[src/rtl/multicycle_controller_if.sv]
// Memory request handshake shared between the multicycle controller and the
// combined instruction/data memory port.
interface multicycle_controller_if;
  logic MemReq;
  logic MemWrite;
  logic MemSrcPC;
  logic MemReady;

  modport master (
    output MemReq,
    output MemWrite,
    output MemSrcPC,
    input  MemReady
  );

  modport slave (
    input  MemReq,
    input  MemWrite,
    input  MemSrcPC,
    output MemReady
  );
endinterface

[src/rtl/multicycle_controller.sv]
// Moore FSM sequencing the multi-cycle RV32I datapath (fetch, decode, execute,
// memory, writeback); also counts retired instructions and traps bad opcodes.
module multicycle_controller #(
  parameter int RETIRE_W = 32
) (
  input  logic                  Clock,
  input  logic                  Reset,
  multicycle_controller_if.master mem,
  input  logic [6:0]            Opcode,
  input  logic                  BranchTaken,
  output logic                  IRWrite,
  output logic                  PCWrite,
  output logic                  PCSrc,
  output logic                  RegWrite,
  output logic [1:0]            ResultSrc,
  output logic                  ALUSrcB,
  output logic [1:0]            ALUOp,
  output logic [2:0]            ImGenControl,
  output logic                  Illegal,
  output logic [RETIRE_W-1:0]   RetireCount
);

  localparam logic [3:0] S_RST     = 4'd0;
  localparam logic [3:0] S_FETCH   = 4'd1;
  localparam logic [3:0] S_DECODE  = 4'd2;
  localparam logic [3:0] S_EXEC_R  = 4'd3;
  localparam logic [3:0] S_EXEC_I  = 4'd4;
  localparam logic [3:0] S_ADDR    = 4'd5;
  localparam logic [3:0] S_MEM_RD  = 4'd6;
  localparam logic [3:0] S_MEM_WR  = 4'd7;
  localparam logic [3:0] S_WB_ALU  = 4'd8;
  localparam logic [3:0] S_WB_LOAD = 4'd9;
  localparam logic [3:0] S_BRANCH  = 4'd10;
  localparam logic [3:0] S_JAL     = 4'd11;
  localparam logic [3:0] S_TRAP    = 4'd12;

  localparam logic [6:0] OP_R      = 7'b0110011;
  localparam logic [6:0] OP_I      = 7'b0010011;
  localparam logic [6:0] OP_LOAD   = 7'b0000011;
  localparam logic [6:0] OP_STORE  = 7'b0100011;
  localparam logic [6:0] OP_BRANCH = 7'b1100011;
  localparam logic [6:0] OP_JAL    = 7'b1101111;

  localparam logic [2:0] IMM_I    = 3'b000;
  localparam logic [2:0] IMM_S    = 3'b001;
  localparam logic [2:0] IMM_B    = 3'b010;
  localparam logic [2:0] IMM_J    = 3'b011;
  localparam logic [2:0] IMM_NONE = 3'b100;

  logic [3:0]          state_q, state_d;
  logic [2:0]          imgen_q, imgen_d;
  logic                illegal_q, illegal_d;
  logic [RETIRE_W-1:0] retire_q, retire_d;

  logic       mem_req, mem_write, mem_src_pc;
  logic       ir_we, pc_we, reg_we, retire;
  logic       pc_src, alu_src_b;
  logic [1:0] result_src, alu_op;

  always_comb begin
    state_d    = state_q;
    imgen_d    = imgen_q;
    illegal_d  = illegal_q;
    retire_d   = retire_q;
    mem_req    = 1'b0;
    mem_write  = 1'b0;
    mem_src_pc = 1'b0;
    ir_we      = 1'b0;
    pc_we      = 1'b0;
    pc_src     = 1'b0;
    reg_we     = 1'b0;
    result_src = 2'b00;
    alu_src_b  = 1'b0;
    alu_op     = 2'b00;
    retire     = 1'b0;

    case (state_q)
      S_RST: state_d = S_FETCH;
      S_FETCH: begin
        mem_req    = 1'b1;
        mem_src_pc = 1'b1;
        if (mem.MemReady) begin
          ir_we   = 1'b1;
          pc_we   = 1'b1;
          state_d = S_DECODE;
        end
      end
      S_DECODE: begin
        case (Opcode)
          OP_R:      begin state_d = S_EXEC_R; imgen_d = IMM_NONE; end
          OP_I:      begin state_d = S_EXEC_I; imgen_d = IMM_I;    end
          OP_LOAD:   begin state_d = S_ADDR;   imgen_d = IMM_I;    end
          OP_STORE:  begin state_d = S_ADDR;   imgen_d = IMM_S;    end
          OP_BRANCH: begin state_d = S_BRANCH; imgen_d = IMM_B;    end
          OP_JAL:    begin state_d = S_JAL;    imgen_d = IMM_J;    end
          default:   begin state_d = S_TRAP;   imgen_d = IMM_NONE; end
        endcase
      end
      S_EXEC_R: begin
        alu_op  = 2'b10;
        state_d = S_WB_ALU;
      end
      S_EXEC_I: begin
        alu_src_b = 1'b1;
        alu_op    = 2'b10;
        state_d   = S_WB_ALU;
      end
      S_ADDR: begin
        alu_src_b = 1'b1;
        state_d   = Opcode[5] ? S_MEM_WR : S_MEM_RD;
      end
      S_MEM_RD: begin
        mem_req = 1'b1;
        if (mem.MemReady) state_d = S_WB_LOAD;
      end
      S_MEM_WR: begin
        mem_req   = 1'b1;
        mem_write = 1'b1;
        if (mem.MemReady) begin
          retire  = 1'b1;
          state_d = S_FETCH;
        end
      end
      S_WB_ALU: begin
        reg_we  = 1'b1;
        retire  = 1'b1;
        state_d = S_FETCH;
      end
      S_WB_LOAD: begin
        reg_we     = 1'b1;
        result_src = 2'b01;
        retire     = 1'b1;
        state_d    = S_FETCH;
      end
      S_BRANCH: begin
        alu_op  = 2'b01;
        pc_we   = BranchTaken;
        pc_src  = 1'b1;
        retire  = 1'b1;
        state_d = S_FETCH;
      end
      S_JAL: begin
        reg_we     = 1'b1;
        result_src = 2'b10;
        pc_we      = 1'b1;
        pc_src     = 1'b1;
        retire     = 1'b1;
        state_d    = S_FETCH;
      end
      S_TRAP:  state_d = S_TRAP;
      default: state_d = S_RST;
    endcase

    if (retire) retire_d = retire_q + RETIRE_W'(1);
    if (state_d == S_TRAP) illegal_d = 1'b1;
  end

  always_ff @(posedge Clock) begin
    if (!Reset) begin
      state_q   <= S_RST;
      imgen_q   <= IMM_NONE;
      illegal_q <= 1'b0;
      retire_q  <= '0;
    end else begin
      state_q   <= state_d;
      imgen_q   <= imgen_d;
      illegal_q <= illegal_d;
      retire_q  <= retire_d;
    end
  end

  assign mem.MemReq   = mem_req;
  assign mem.MemWrite = mem_write;
  assign mem.MemSrcPC = mem_src_pc;

  // Architectural write strobes are suppressed while Reset is low so a
  // discarded instruction never commits anything in the reset cycle.
  assign IRWrite      = ir_we & Reset;
  assign PCWrite      = pc_we & Reset;
  assign RegWrite     = reg_we & Reset;
  assign PCSrc        = pc_src;
  assign ResultSrc    = result_src;
  assign ALUSrcB      = alu_src_b;
  assign ALUOp        = alu_op;
  assign ImGenControl = imgen_q;
  assign Illegal      = illegal_q;
  assign RetireCount  = retire_q;

endmodule

[src/flat_wrapper.sv]
// flat-port wrapper written by rule: the top's interface ports become plain ports
module multicycle_controller_flat 
#(
  parameter int RETIRE_W = 32
)
  (Clock, Reset, Opcode, BranchTaken, IRWrite, PCWrite, PCSrc, RegWrite, ResultSrc, ALUSrcB, ALUOp, ImGenControl, Illegal, RetireCount, mem_MemReq, mem_MemWrite, mem_MemSrcPC, mem_MemReady);
  multicycle_controller_if mem_i ();
  input  logic Clock;
  input  logic Reset;
  input  logic [6:0] Opcode;
  input  logic BranchTaken;
  output logic IRWrite;
  output logic PCWrite;
  output logic PCSrc;
  output logic RegWrite;
  output logic [1:0] ResultSrc;
  output logic ALUSrcB;
  output logic [1:0] ALUOp;
  output logic [2:0] ImGenControl;
  output logic Illegal;
  output logic [RETIRE_W-1:0] RetireCount;
  output wire logic [$bits(mem_i.MemReq)-1:0] mem_MemReq;
  output wire logic [$bits(mem_i.MemWrite)-1:0] mem_MemWrite;
  output wire logic [$bits(mem_i.MemSrcPC)-1:0] mem_MemSrcPC;
  input wire logic [$bits(mem_i.MemReady)-1:0] mem_MemReady;
  assign mem_MemReq = mem_i.MemReq;
  assign mem_MemWrite = mem_i.MemWrite;
  assign mem_MemSrcPC = mem_i.MemSrcPC;
  assign mem_i.MemReady = mem_MemReady;
  multicycle_controller #(.RETIRE_W(RETIRE_W)) u_core (.Clock(Clock), .Reset(Reset), .mem(mem_i), .Opcode(Opcode), .BranchTaken(BranchTaken), .IRWrite(IRWrite), .PCWrite(PCWrite), .PCSrc(PCSrc), .RegWrite(RegWrite), .ResultSrc(ResultSrc), .ALUSrcB(ALUSrcB), .ALUOp(ALUOp), .ImGenControl(ImGenControl), .Illegal(Illegal), .RetireCount(RetireCount));
endmodule
[config.mk]
export PLATFORM = sky130hd
export DESIGN_NAME = multicycle_controller_flat
export DESIGN_NICKNAME = d
export VERILOG_FILES = /design/src/rtl/multicycle_controller_if.sv /design/src/rtl/multicycle_controller.sv /design/src/flat_wrapper.sv
export SDC_FILE = /design/constraint.sdc
export NUM_CORES = 1
export LEC_CHECK = 0
export CORE_ASPECT_RATIO = 0.6
export CORE_MARGIN = 2
export CORE_UTILIZATION = 43
export CTS_CLUSTER_SIZE = 24
export DETAILED_ROUTE_END_ITERATION = 7
export HOLD_SLACK_MARGIN = 0.08
export PLACE_DENSITY_LB_ADDON = 0.25
export SETUP_SLACK_MARGIN = 0.2
export SLEW_MARGIN = 30
export SYNTH_ARGS = -nofsm -noshare
export SYNTH_HDL_FRONTEND = slang
export SYNTH_SLANG_ARGS = --single-unit
[constraint.sdc]
create_clock -name Clock -period 1.6 [get_ports Clock]
set_input_delay 0.32 -clock Clock [delete_from_list [all_inputs] [get_ports Clock]]
set_output_delay 0.32 -clock Clock [all_outputs]
set_load 0.03 [all_outputs]
==> flow_summary.json, run 1 <==
{
  "clk_path_buf_depth": 2,
  "start_util_pct": 45.6,
  "cp_slowest_stage_delay_ns": 0.49,
  "num_vias": 3150,
  "diodes": 0,
  "final_max_slew_viol_count": 0,
  "cts_tree": "done",
  "cp.arrival_ns": 2.17,
  "yosysMostFrequentCell": "dfxtp_1",
  "fp.dieArea_um2": 5540,
  "cts_buffers": 5,
  "fp.dieW_um": 94.7,
  "slew_headroom_pct": 72.0,
  "path_clk_slew_ns": 0.08,
  "hold_viol": 0,
  "antenna_left": 0,
  "track_usage_pct": 33.4,
  "antenna_found_initial": 0,
  "fin_area_um2": 4100,
  "timing.fmax_mhz": 517,
  "drcViolationCount": 0,
  "drv_cap": 0,
  "synth-edff-count": 0,
  "power_density_nw_per_um2": 545,
  "cp_cell_sequence": "nand4_1 > nor4_4 > nand3_2 > or4_1 > a21oi_1",
  "worst_pin_slew_ns": 0.416,
  "drive_gt1_share_pct": 59.3,
  "cts-htree-levels": 2,
  "clock_latency_ns": 0.30,
  "synthArstFlopShare_pct": 0,
  "core_area_um2": 4660,
  "first_iter_violations": 305,
  "fillCellCount": 203,
  "critPathLaunchType": "register",
  "cts_hold_repair.buffers": 0,
  "wl_mm": 10.5,
  "cts_root_buf": "clkbuf_8",
  "worstSetupPathType": "register to register",
  "synth_fp_nets": 283,
  "post-dp-hpwl_mm": 4.76,
  "status": "finished with violations",
  "drt-pass1-iter-count": 6,
  "setup_viol": 45,
  "die_h_um": 58.4,
  "synth.area.top_cells": "dfxtp_1, a21oi_1, or3_1",
  "violations": "setup timing",
  "finalCritPeriodShare_pct": 121,
  "fin_tns_setup_ns": -7.69,
  "synth_seq_area_share_pct": 37.7,
  "finalNonFillerCells": 488,
  "p_leak_nw": 1.62,
  "crit_slowest_cell": "or4_1",
  "setup_slack_ns": -0.336,
  "synth_commonest_cells": "dfxtp_1, a21oi_1, nand2_1",
  "area_growth_pct": 92.8,
  "cp.required_ns": 1.84,
  "min_period_ns": 1.94,
  "yosys_warnings": 0,
  "synth_top_flop_cell": "dfxtp_1",
  "rsz0062_at_grt": "yes",
  "syn_area_um2": 2120,
  "grt_pass1_vias": 2878,
  "io_buffers": 58,
  "worst_setup_path_end_kind": "register",
  "pin_count": 59,
  "synth-seq-cells": 40,
  "cp_max_fo": 4,
  "synth_top_area_share_pct": 37.7,
  "dpl-instance-area_um2": 3330,
  "skew_ns": 0.00864,
  "overflow": 0,
  "seqCellArea_um2": 872,
  "yosysTopAreaCell": "dfxtp_1",
  "cts_num_sinks": 40,
  "rows": 19,
  "dp_slack_ns": -0.497,
  "fin_nets": 436,
  "syn_inst": 271,
  "viasPerCell": 6.45,
  "max-vdd-ir-drop_uv": 505,
  "grt_max_degree": 24,
  "finalWeightedCongestion": 0.883,
  "wl_per_cell_um": 21.5,
  "hp-class": "register to register",
  "avgSynthCellArea_um2": 7.84,
  "netlist-cell-type-count": 42,
  "place_inst": 444,
  "multi_input_area_um2": 1640,
  "grt_pass1_wl_mm": 14.2
}
## routing by layer
metal | vias up | part of all wire [%] | GRT usage [%]
li1 | 1303 | - | -
met4 | 0 | 6.5 | 17.8
met5 | - | 0 | 0
met1 | 1483 | 40 | 42.7
met3 | 86 | 11 | 7.94
met2 | 278 | 42 | 53.1
## flip-flops by register name (all words and copies together) (netlist names)
name / flops
u_core.state_q: 4
u_core.RetireCount: 32
u_core.ImGenControl: 3
u_core.Illegal: 1
## report_power, final
part / total (mW) / switching [mW] / internal, mW
clock: 0.719 / 0.373 / 0.346
sequential: 1.00 / 0.0142 / 0.986
combinational: 0.515 / 0.280 / 0.234
total: 2.23 / 0.667 / 1.57
## layout make-up
| type | count | area share [%] |
|---|---|---|
| inverter | 11 | 1.37 |
| clock inverter | 1 | 0.0917 |
| multi-input combinational | 206 | 40.0 |
| clock buffer | 7 | 2.11 |
| tap | 63 | 1.92 |
| sequential | 40 | 21.3 |
| timing repair buffer | 160 | 33.2 |
## what timing repair did
| item | in CTS | in global routing |
|---|---|---|
| buffers inserted | 24 | 11 |
| cloned | 1 | 0 |
| resized for setup | 173 | 96 |
| setup endpoints to repair | 86 | 80 |
| pin swaps | 38 | 21 |
## cell families after synthesis
| family | synth area share, % |
|---|---|
| xor gates and xnor gates | 4.12 |
| and+or+nand+nor | 31.4 |
| adders and majority gates | 0.589 |
| DFF | 37.7 |
| muxes | 0.942 |
| buffers and inverters | 5.54 |
| AOI/OAI and AO/OA | 19.7 |
## path summary, 6_finish.rpt
kind / start / end / slack, ns / cells past startpoint
worst max-delay path: u_core.RetireCount[22] / u_core.RetireCount[31] / -0.34 / 5
worst min-delay path: u_core.ImGenControl[2] / u_core.ImGenControl[2] / 0.47 / 1
worst max register to register: u_core.RetireCount[22] / u_core.RetireCount[31] / -0.34 / 5
worst min register to register: u_core.ImGenControl[2] / u_core.ImGenControl[2] / 0.47 / 1
## per-stage QoR
| stage | hold slack (ns) | utilization (%) | total power, mW |
|---|---|---|---|
| after CTS | 0.464 | 84.7 | 2.14 |
| final | 0.467 | 87.9 | 2.23 |
| after global routing | 0.500 | 87.9 | 2.29 |
| after detailed placement | 0.453 | 71.5 | 1.37 |
| after floorplan | 0.427 | - | 1.22 |
| after global placement | 0.450 | 71.5 | 1.36 |
## worst max-delay path, delay by kind of cell, from the launching register on
family | cells | cell delay [ns]
and+or+nand+nor | 4 | 1.33
DFF | 1 | 0.36
AOI/OAI and AO/OA | 1 | 0.16
## cell usage in the layout (no fill, tap or decap), drive strengths merged, types with 7 or more instances in the layout
cell	netlist	final
buf	7	132
dfxtp	40	40
a21oi	30	30
nand2	25	25
o21ai	22	22
or3	20	20
nor2	19	19
nand3	16	16
clkbuf	7	14
clkdlybuf4s15	0	12
nand4	11	11
inv	10	10
dlygate4sd2	0	8
o31ai	8	8
xor2	7	7
Power figures use the tool's default switching activity.
==> run 2: changes to the inputs <==
--- a/config.mk
+++ b/config.mk
@@ -7,10 +7,11 @@
 export LEC_CHECK = 0
 export CORE_ASPECT_RATIO = 0.6
 export CORE_MARGIN = 2
-export CORE_UTILIZATION = 43
+export CORE_UTILIZATION = 35
 export CTS_CLUSTER_SIZE = 24
 export DETAILED_ROUTE_END_ITERATION = 7
 export HOLD_SLACK_MARGIN = 0.08
+export MAX_ROUTING_LAYER = met4
 export PLACE_DENSITY_LB_ADDON = 0.25
 export SETUP_SLACK_MARGIN = 0.2
 export SLEW_MARGIN = 30
==> run 2 against run 1 <==
Net effect: the flow still finishes with violations (setup timing); register-to-register slack better by 0.08 ns; via count down 12%; sequential power about the same; clock power down 7.0%; power up 0.86%; cell count up 5.3%; sequential share of layout area down 0.97 points; setup slack better by 0.082 ns; critical endpoint unchanged; largest cell class unchanged.
==> flow_summary.json, run 2 (same netlist as run 1, synthesis figures left out) <==
{
  "status": "finished with violations",
  "violations": "setup timing",
  "cp_slowest_stage_delay_ns": 0.55,
  "cp.required_ns": 1.82,
  "track_usage_pct": 22.3,
  "diodes": 0,
  "finalWeightedCongestion": 0.877,
  "fin_nets": 445,
  "io_buffers": 58,
  "dp_slack_ns": -0.480,
  "area_growth_pct": 101,
  "first_iter_violations": 203,
  "cts-htree-levels": 2,
  "cp_max_fo": 8,
  "crit_buf_inv": 1,
  "grt_max_degree": 22,
  "fp.dieArea_um2": 6730,
  "final_common_cell": "buf_4",
  "p_total_mw": 2.25,
  "setup_viol": 39,
  "post-dp-hpwl_mm": 4.80,
  "timing.fmax_mhz": 539,
  "min_period_ns": 1.85,
  "hp-class": "register to register",
  "antenna_left": 0,
  "critPathLaunchType": "register",
  "cts_num_sinks": 40,
  "top_usage_layer": "met2",
  "drcViolationCount": 0,
  "cp_cell_sequence": "nand2b_4 > buf_6 > o21ai_4 > nand4_4 > or4_1 > a21oi_1",
  "drt-pass1-iter-count": 5,
  "critical-path-top-delay-family": "simple AND/OR/NAND/NOR gates",
  "overflow": 0,
  "viasPerCell": 5.38,
  "path_clk_slew_ns": 0.08,
  "skew_ns": 0.0102,
  "grt_use_met1_pct": 30.8,
  "hold_viol": 0,
  "rsz0062_at_grt": "yes",
  "cts_root_buf": "clkbuf_8",
  "worstSetupPathType": "register to register",
  "drive_gt1_share_pct": 59.2,
  "use_met2_pct": 34.5,
  "num_vias": 2765,
  "setup_slack_ns": -0.254,
  "cts_hold_repair.buffers": 0,
  "p_leak_nw": 1.70,
  "crit_slowest_cell": "or4_1",
  "fin_util_pct": 74.4,
  "grt_pass1_wl_mm": 12.0,
  "pin_count": 59,
  "worst_pin_slew_ns": 0.542,
  "core_area_um2": 5730,
  "wl_mm": 8.68,
  "final_max_slew_viol_count": 0,
  "wl_per_cell_um": 16.9,
  "worst_setup_path_end_kind": "register",
  "clock_latency_ns": 0.30,
  "start_util_pct": 37.1,
  "rows": 21,
  "slew_headroom_pct": 63.5,
  "largest_register_ffs": 32,
  "clk_path_buf_depth": 2,
  "power_density_nw_per_um2": 529,
  "cp.arrival_ns": 2.07,
  "cts_tree": "done",
  "die_h_um": 64.4,
  "cts_buffers": 5,
  "antenna_found_initial": 0,
  "fillCellCount": 399,
  "max-vdd-ir-drop_uv": 319,
  "grt_pass1_vias": 2567,
  "drv_cap": 0,
  "finalCritPeriodShare_pct": 116,
  "holdWs_ns": 0.475,
  "mostFrequentLayoutCells": "buf_4, buf_6, a21oi_1",
  "fp.dieW_um": 105,
  "met3_usage_pct": 4.29
}
run 2: worst register-to-register path: cells and delay by family (launching register included):
kind	cells	cell delay (ns)
AND/OR/NAND/NOR	3	0.91
AO/OA/AOI/OAI	2	0.39
flip-flops	1	0.36
buffers and inverters	1	0.12
run 2: per-layer routing:
layer | wire (um) | up-vias
met2 | 4180 | 95
met1 | 3930 | 1334
met3 | 416 | 15
li1 | - | 1321
met5 | 0 | -
met4 | 148 | 0
run 2: final timing paths:
kind                          start                      to  slack [ns]  cells past startpoint
setup / recovery  u_core.state_q[3]  u_core.RetireCount[31]       -0.25                      6
setup reg to reg  u_core.state_q[3]  u_core.RetireCount[31]       -0.25                      6
hold / removal       u_core.Illegal          u_core.Illegal        0.48                      2
hold reg to reg      u_core.Illegal          u_core.Illegal        0.48                      2
run 2: timing repair:
item | CTS | global route
resized for setup | 156 | 104
setup endpoints to repair | 83 | 64
setup buffers | 27 | 12
pin swaps | 24 | 42
run 2: metrics by stage:
stage | cell area (um^2) | instances | TNS (ns)
floorplan | 2300 | 271 | -0.781
global placement | 3400 | 467 | -12.09
detailed placement | 3400 | 467 | -13.36
CTS | 3930 | 502 | -2.28
global route | 4260 | 514 | -7.71
finish | 4260 | 514 | -4.88
run 2: layout make-up:
type,count,area [um^2],area share [%]
multi-input combinational,206,1640,38.5
timing repair buffer,169,1520,35.6
sequential,40,866,20.3
tap,80,100,2.35
clock buffer,7,76.3,1.79
inverter,11,56.3,1.32
clock inverter,1,5.00,0.117
run 2: power by group:
group	switching (mW)	internal, mW
Combinational	0.305	0.276
Sequential	0.0132	0.989
Clock	0.363	0.307
==> run 3: changes to the inputs <==
--- a/config.mk
+++ b/config.mk
@@ -7,9 +7,10 @@
 export LEC_CHECK = 0
 export CORE_ASPECT_RATIO = 0.6
 export CORE_MARGIN = 2
-export CORE_UTILIZATION = 35
+export CORE_UTILIZATION = 56
 export CTS_CLUSTER_SIZE = 24
 export DETAILED_ROUTE_END_ITERATION = 7
+export DONT_BUFFER_PORTS = 1
 export HOLD_SLACK_MARGIN = 0.08
 export MAX_ROUTING_LAYER = met4
 export PLACE_DENSITY_LB_ADDON = 0.25
==> run 3 against run 2 <==
Net effect: the flow now stops in 5_1_grt; area after synthesis stayed put; synthesized cell count is the same.
==> flow_summary.json, run 3 <==
{
  "avgSynthCellArea_um2": 7.84,
  "synthArstFlopShare_pct": 0,
  "fp.dieW_um": 83.5,
  "synth_top_area_share_pct": 37.7,
  "dpl-instance-area_um2": 2850,
  "status": "did not finish",
  "synth-seq-cells": 40,
  "yosysTopAreaCell": "dfxtp_1",
  "yosysMostFrequentCell": "dfxtp_1",
  "pin_count": 59,
  "worstEpCategory": "register input",
  "io_buffers": 0,
  "cts_hold_repair.buffers": 0,
  "cts_root_buf": "clkbuf_8",
  "die_h_um": 51.7,
  "syn_area_um2": 2120,
  "error": "[ERROR DPL-0038] Utilization greater than 100%, impossible to legalize",
  "yosys_warnings": 0,
  "start_util_pct": 58.1,
  "synth-edff-count": 0,
  "cts_num_sinks": 40,
  "synth_fp_nets": 283,
  "synth_top_flop_cell": "dfxtp_1",
  "synth_seq_area_share_pct": 37.7,
  "synth.area.top_cells": "dfxtp_1, a21oi_1, or3_1",
  "grt_max_degree": 20,
  "rows": 17,
  "clk_path_buf_depth": 2,
  "post-dp-hpwl_mm": 4.47,
  "cts-htree-levels": 2,
  "netlist-cell-type-count": 42,
  "cts_buffers": 5,
  "synth_commonest_cells": "dfxtp_1, a21oi_1, nand2_1",
  "haltStage": "5_1_grt",
  "syn_inst": 271,
  "finalWeightedCongestion": 0.860,
  "grt-worst-endpoint": "u_core.RetireCount[14]$_SDFFE_PN0P_/D"
}
[run 3: cell counts after synthesis]
No cell type changed its count.
[run 3: kinds of logic after synthesis]
| group | Yosys count | share of synthesized area, % |
|---|---|---|
| buf+inv | 25 | 5.54 |
| compound gates | 71 | 19.7 |
| fa+ha+maj | 1 | 0.589 |
| xor+xnor | 10 | 4.12 |
| flops | 40 | 37.7 |
| simple gates | 122 | 31.4 |
| mux | 2 | 0.942 |
[run 3: through the flow]
step / utilization (%) / setup slack (ns) / cells
floorplan: - / -0.103 / 271
global placement: 77.8 / -0.113 / 381
detailed placement: 77.8 / -0.193 / 381
CTS: 91.9 / -0.233 / 411
[run 3: repair_timing]
action / CTS
pin swaps: 35
gates cloned: 1
setup endpoints to repair: 46
endpoints found under the hold margin: 0
gates resized for setup: 65
setup buffers: 21
==> run 4: changes to the inputs <==
==> config.mk (replaced) <==
export PLATFORM = sky130hd
export DESIGN_NAME = multicycle_controller_flat
export DESIGN_NICKNAME = d
export VERILOG_FILES = /design/src/rtl/multicycle_controller_if.sv /design/src/rtl/multicycle_controller.sv /design/src/flat_wrapper.sv
export SDC_FILE = /design/constraint.sdc
export NUM_CORES = 1
export LEC_CHECK = 0
export CORE_MARGIN = 2
export CORE_UTILIZATION = 40
export DETAILED_ROUTE_END_ITERATION = 7
export DONT_BUFFER_PORTS = 1
export PLACE_DENSITY_LB_ADDON = 0.15
export SLEW_MARGIN = 30
export SYNTH_ARGS = -nofsm -noshare
export SYNTH_HDL_FRONTEND = slang
export SYNTH_SLANG_ARGS = --single-unit
==> constraint.sdc (replaced) <==
create_clock -name Clock -period 2.1 [get_ports Clock]
set_input_delay 0.42 -clock Clock [delete_from_list [all_inputs] [get_ports Clock]]
set_output_delay 0.42 -clock Clock [all_outputs]
set_load 0.03 [all_outputs]
==> run 4 against run 3 <==
Net effect: the flow now finishes without violations.
==> flow_summary.json, run 4 (same netlist as run 1, synthesis figures left out) <==
{
  "antenna_found_initial": 0,
  "place_inst": 376,
  "first_iter_violations": 97,
  "cts_hold_repair.buffers": 0,
  "finalWeightedCongestion": 0.760,
  "max-vdd-ir-drop_uv": 396,
  "p_leak_nw": 0.977,
  "setup_viol": 0,
  "drcViolationCount": 0,
  "fin_nets": 332,
  "status": "finished, final reports clean",
  "cp.required_ns": 1.68,
  "fp.dieW_um": 76.9,
  "worst_pin_slew_ns": 0.427,
  "area_growth_pct": 26.7,
  "timing.fmax_mhz": 503,
  "rsz0062_at_grt": "no",
  "fin_tns_setup_ns": 0,
  "rr_startpoint": "u_core.RetireCount[9]",
  "rows": 26,
  "start_util_pct": 41.6,
  "core_area_um2": 5110,
  "post-dp-hpwl_mm": 3.85,
  "fin_util_pct": 52.7,
  "min_period_ns": 1.99,
  "fp.dieArea_um2": 5910,
  "cts_buffers": 5,
  "cts_root_buf": "clkbuf_8",
  "cts_tree": "done",
  "whs_path_depth": 2,
  "path_clk_slew_ns": 0.08,
  "wl_mm": 5.30,
  "largest_register_ffs": 32,
  "finalNonFillerCells": 391,
  "cts-htree-levels": 2,
  "grt_pass1_vias": 1885,
  "dpl-instance-area_um2": 2500,
  "wl_per_cell_um": 13.6,
  "hp-class": "primary input to register",
  "drt-pass1-iter-count": 4,
  "die_h_um": 76.9,
  "r2r-end": "u_core.RetireCount[27]",
  "viasPerCell": 5.42,
  "pin_count": 59,
  "drv_cap": 0,
  "cp_max_fo": 6,
  "antenna_left": 0,
  "r2r_slack_ns": 0.17,
  "finalCritPeriodShare_pct": 94.7,
  "diodes": 0,
  "final_max_slew_viol_count": 0,
  "critPathLaunchType": "register",
  "cts_num_sinks": 40,
  "holdCritStartpoint": "Reset",
  "fin_area_um2": 2690,
  "holdWs_ns": 0.245,
  "worstSetupPathType": "register to primary output",
  "overflow": 0,
  "grt_pass1_wl_mm": 8.85,
  "clock_latency_ns": 0.28,
  "slew_headroom_pct": 71.5,
  "clk_path_buf_depth": 2,
  "grt_max_degree": 35,
  "track_usage_pct": 18.1,
  "hold_viol": 0,
  "cp.arrival_ns": 1.57,
  "hold_end": "u_core.Illegal",
  "num_vias": 2119,
  "final_common_cell": "buf_4",
  "mostFrequentLayoutCells": "buf_4, dfxtp_1, a21oi_1",
  "skew_ns": 0.00684,
  "worst_setup_path_end_kind": "primary output",
  "worst_r2r_path_depth": 5,
  "power_density_nw_per_um2": 614,
  "io_buffers": 0,
  "drive_gt1_share_pct": 21.8
}
-- run 4: area by class of cell --
class                   instances  area [um^2]
clock buffers                   7         96.3
clock inverters                 1         30.0
fillers                       499         2420
inverters                      11         45.0
multi-input cells             206         1210
flip-flops and latches         40          801
well taps                      70         87.6
repair buffers                 56          424
-- run 4: repair_timing --
item / 4_1_cts / 5_1_grt
resized for setup: 0 / 3
endpoints found under the setup margin: 0 / 11
setup buffers: 0 / 7
-- run 4: critical path: stages (launching register included) --
cell,delay (ns)
dfxtp_1,0.35
buf_6,0.12
clkinvlp_4,0.11
or3_1,0.39
a21oi_1,0.14
buf_4,0.17
-- run 4: routing by layer --
metal  track usage, %  vias up  part of all wire [%]
li1                 -     1087                     -
met1             24.2      982                    48
met2             28.2       44                    45
met3             5.88        6                   5.8
met4             4.91        0                   1.0
met5                0        -                     0
-- run 4: how the worst max path moves through the flow --
stage | from | endpoint | slack [ns] | depth (start not counted)
CTS | u_core.state_q[0] | PCWrite | 0.05 | 5
global route | u_core.RetireCount[9] | u_core.RetireCount[31] | 0.0005 | 5
floorplan | u_core.RetireCount[9] | u_core.RetireCount[27] | 0.15 | 5
detailed placement | mem_MemReady | u_core.RetireCount[22] | 0.04 | 5
finish | u_core.state_q[0] | PCWrite | 0.11 | 5
global placement | mem_MemReady | u_core.RetireCount[22] | 0.14 | 5
-- run 4: power by group --
group          internal, mW  leakage [nW]  switching (mW)  total [mW]
Clock                 0.420        0.0645           0.266       0.685
Sequential            0.767         0.323          0.0100       0.777
Combinational        0.0752         0.590           0.115       0.191
Total                  1.26         0.977           0.391        1.65
-- run 4: per-stage QoR --
step / power, mW / setup WS (ns)
3_5_place_dp: 0.967 / 0.0401
4_1_cts: 1.64 / 0.0534
6_report: 1.65 / 0.112
3_3_place_gp: 0.967 / 0.138
5_1_grt: 1.72 / 0.000459
2_1_floorplan: 0.920 / 0.152
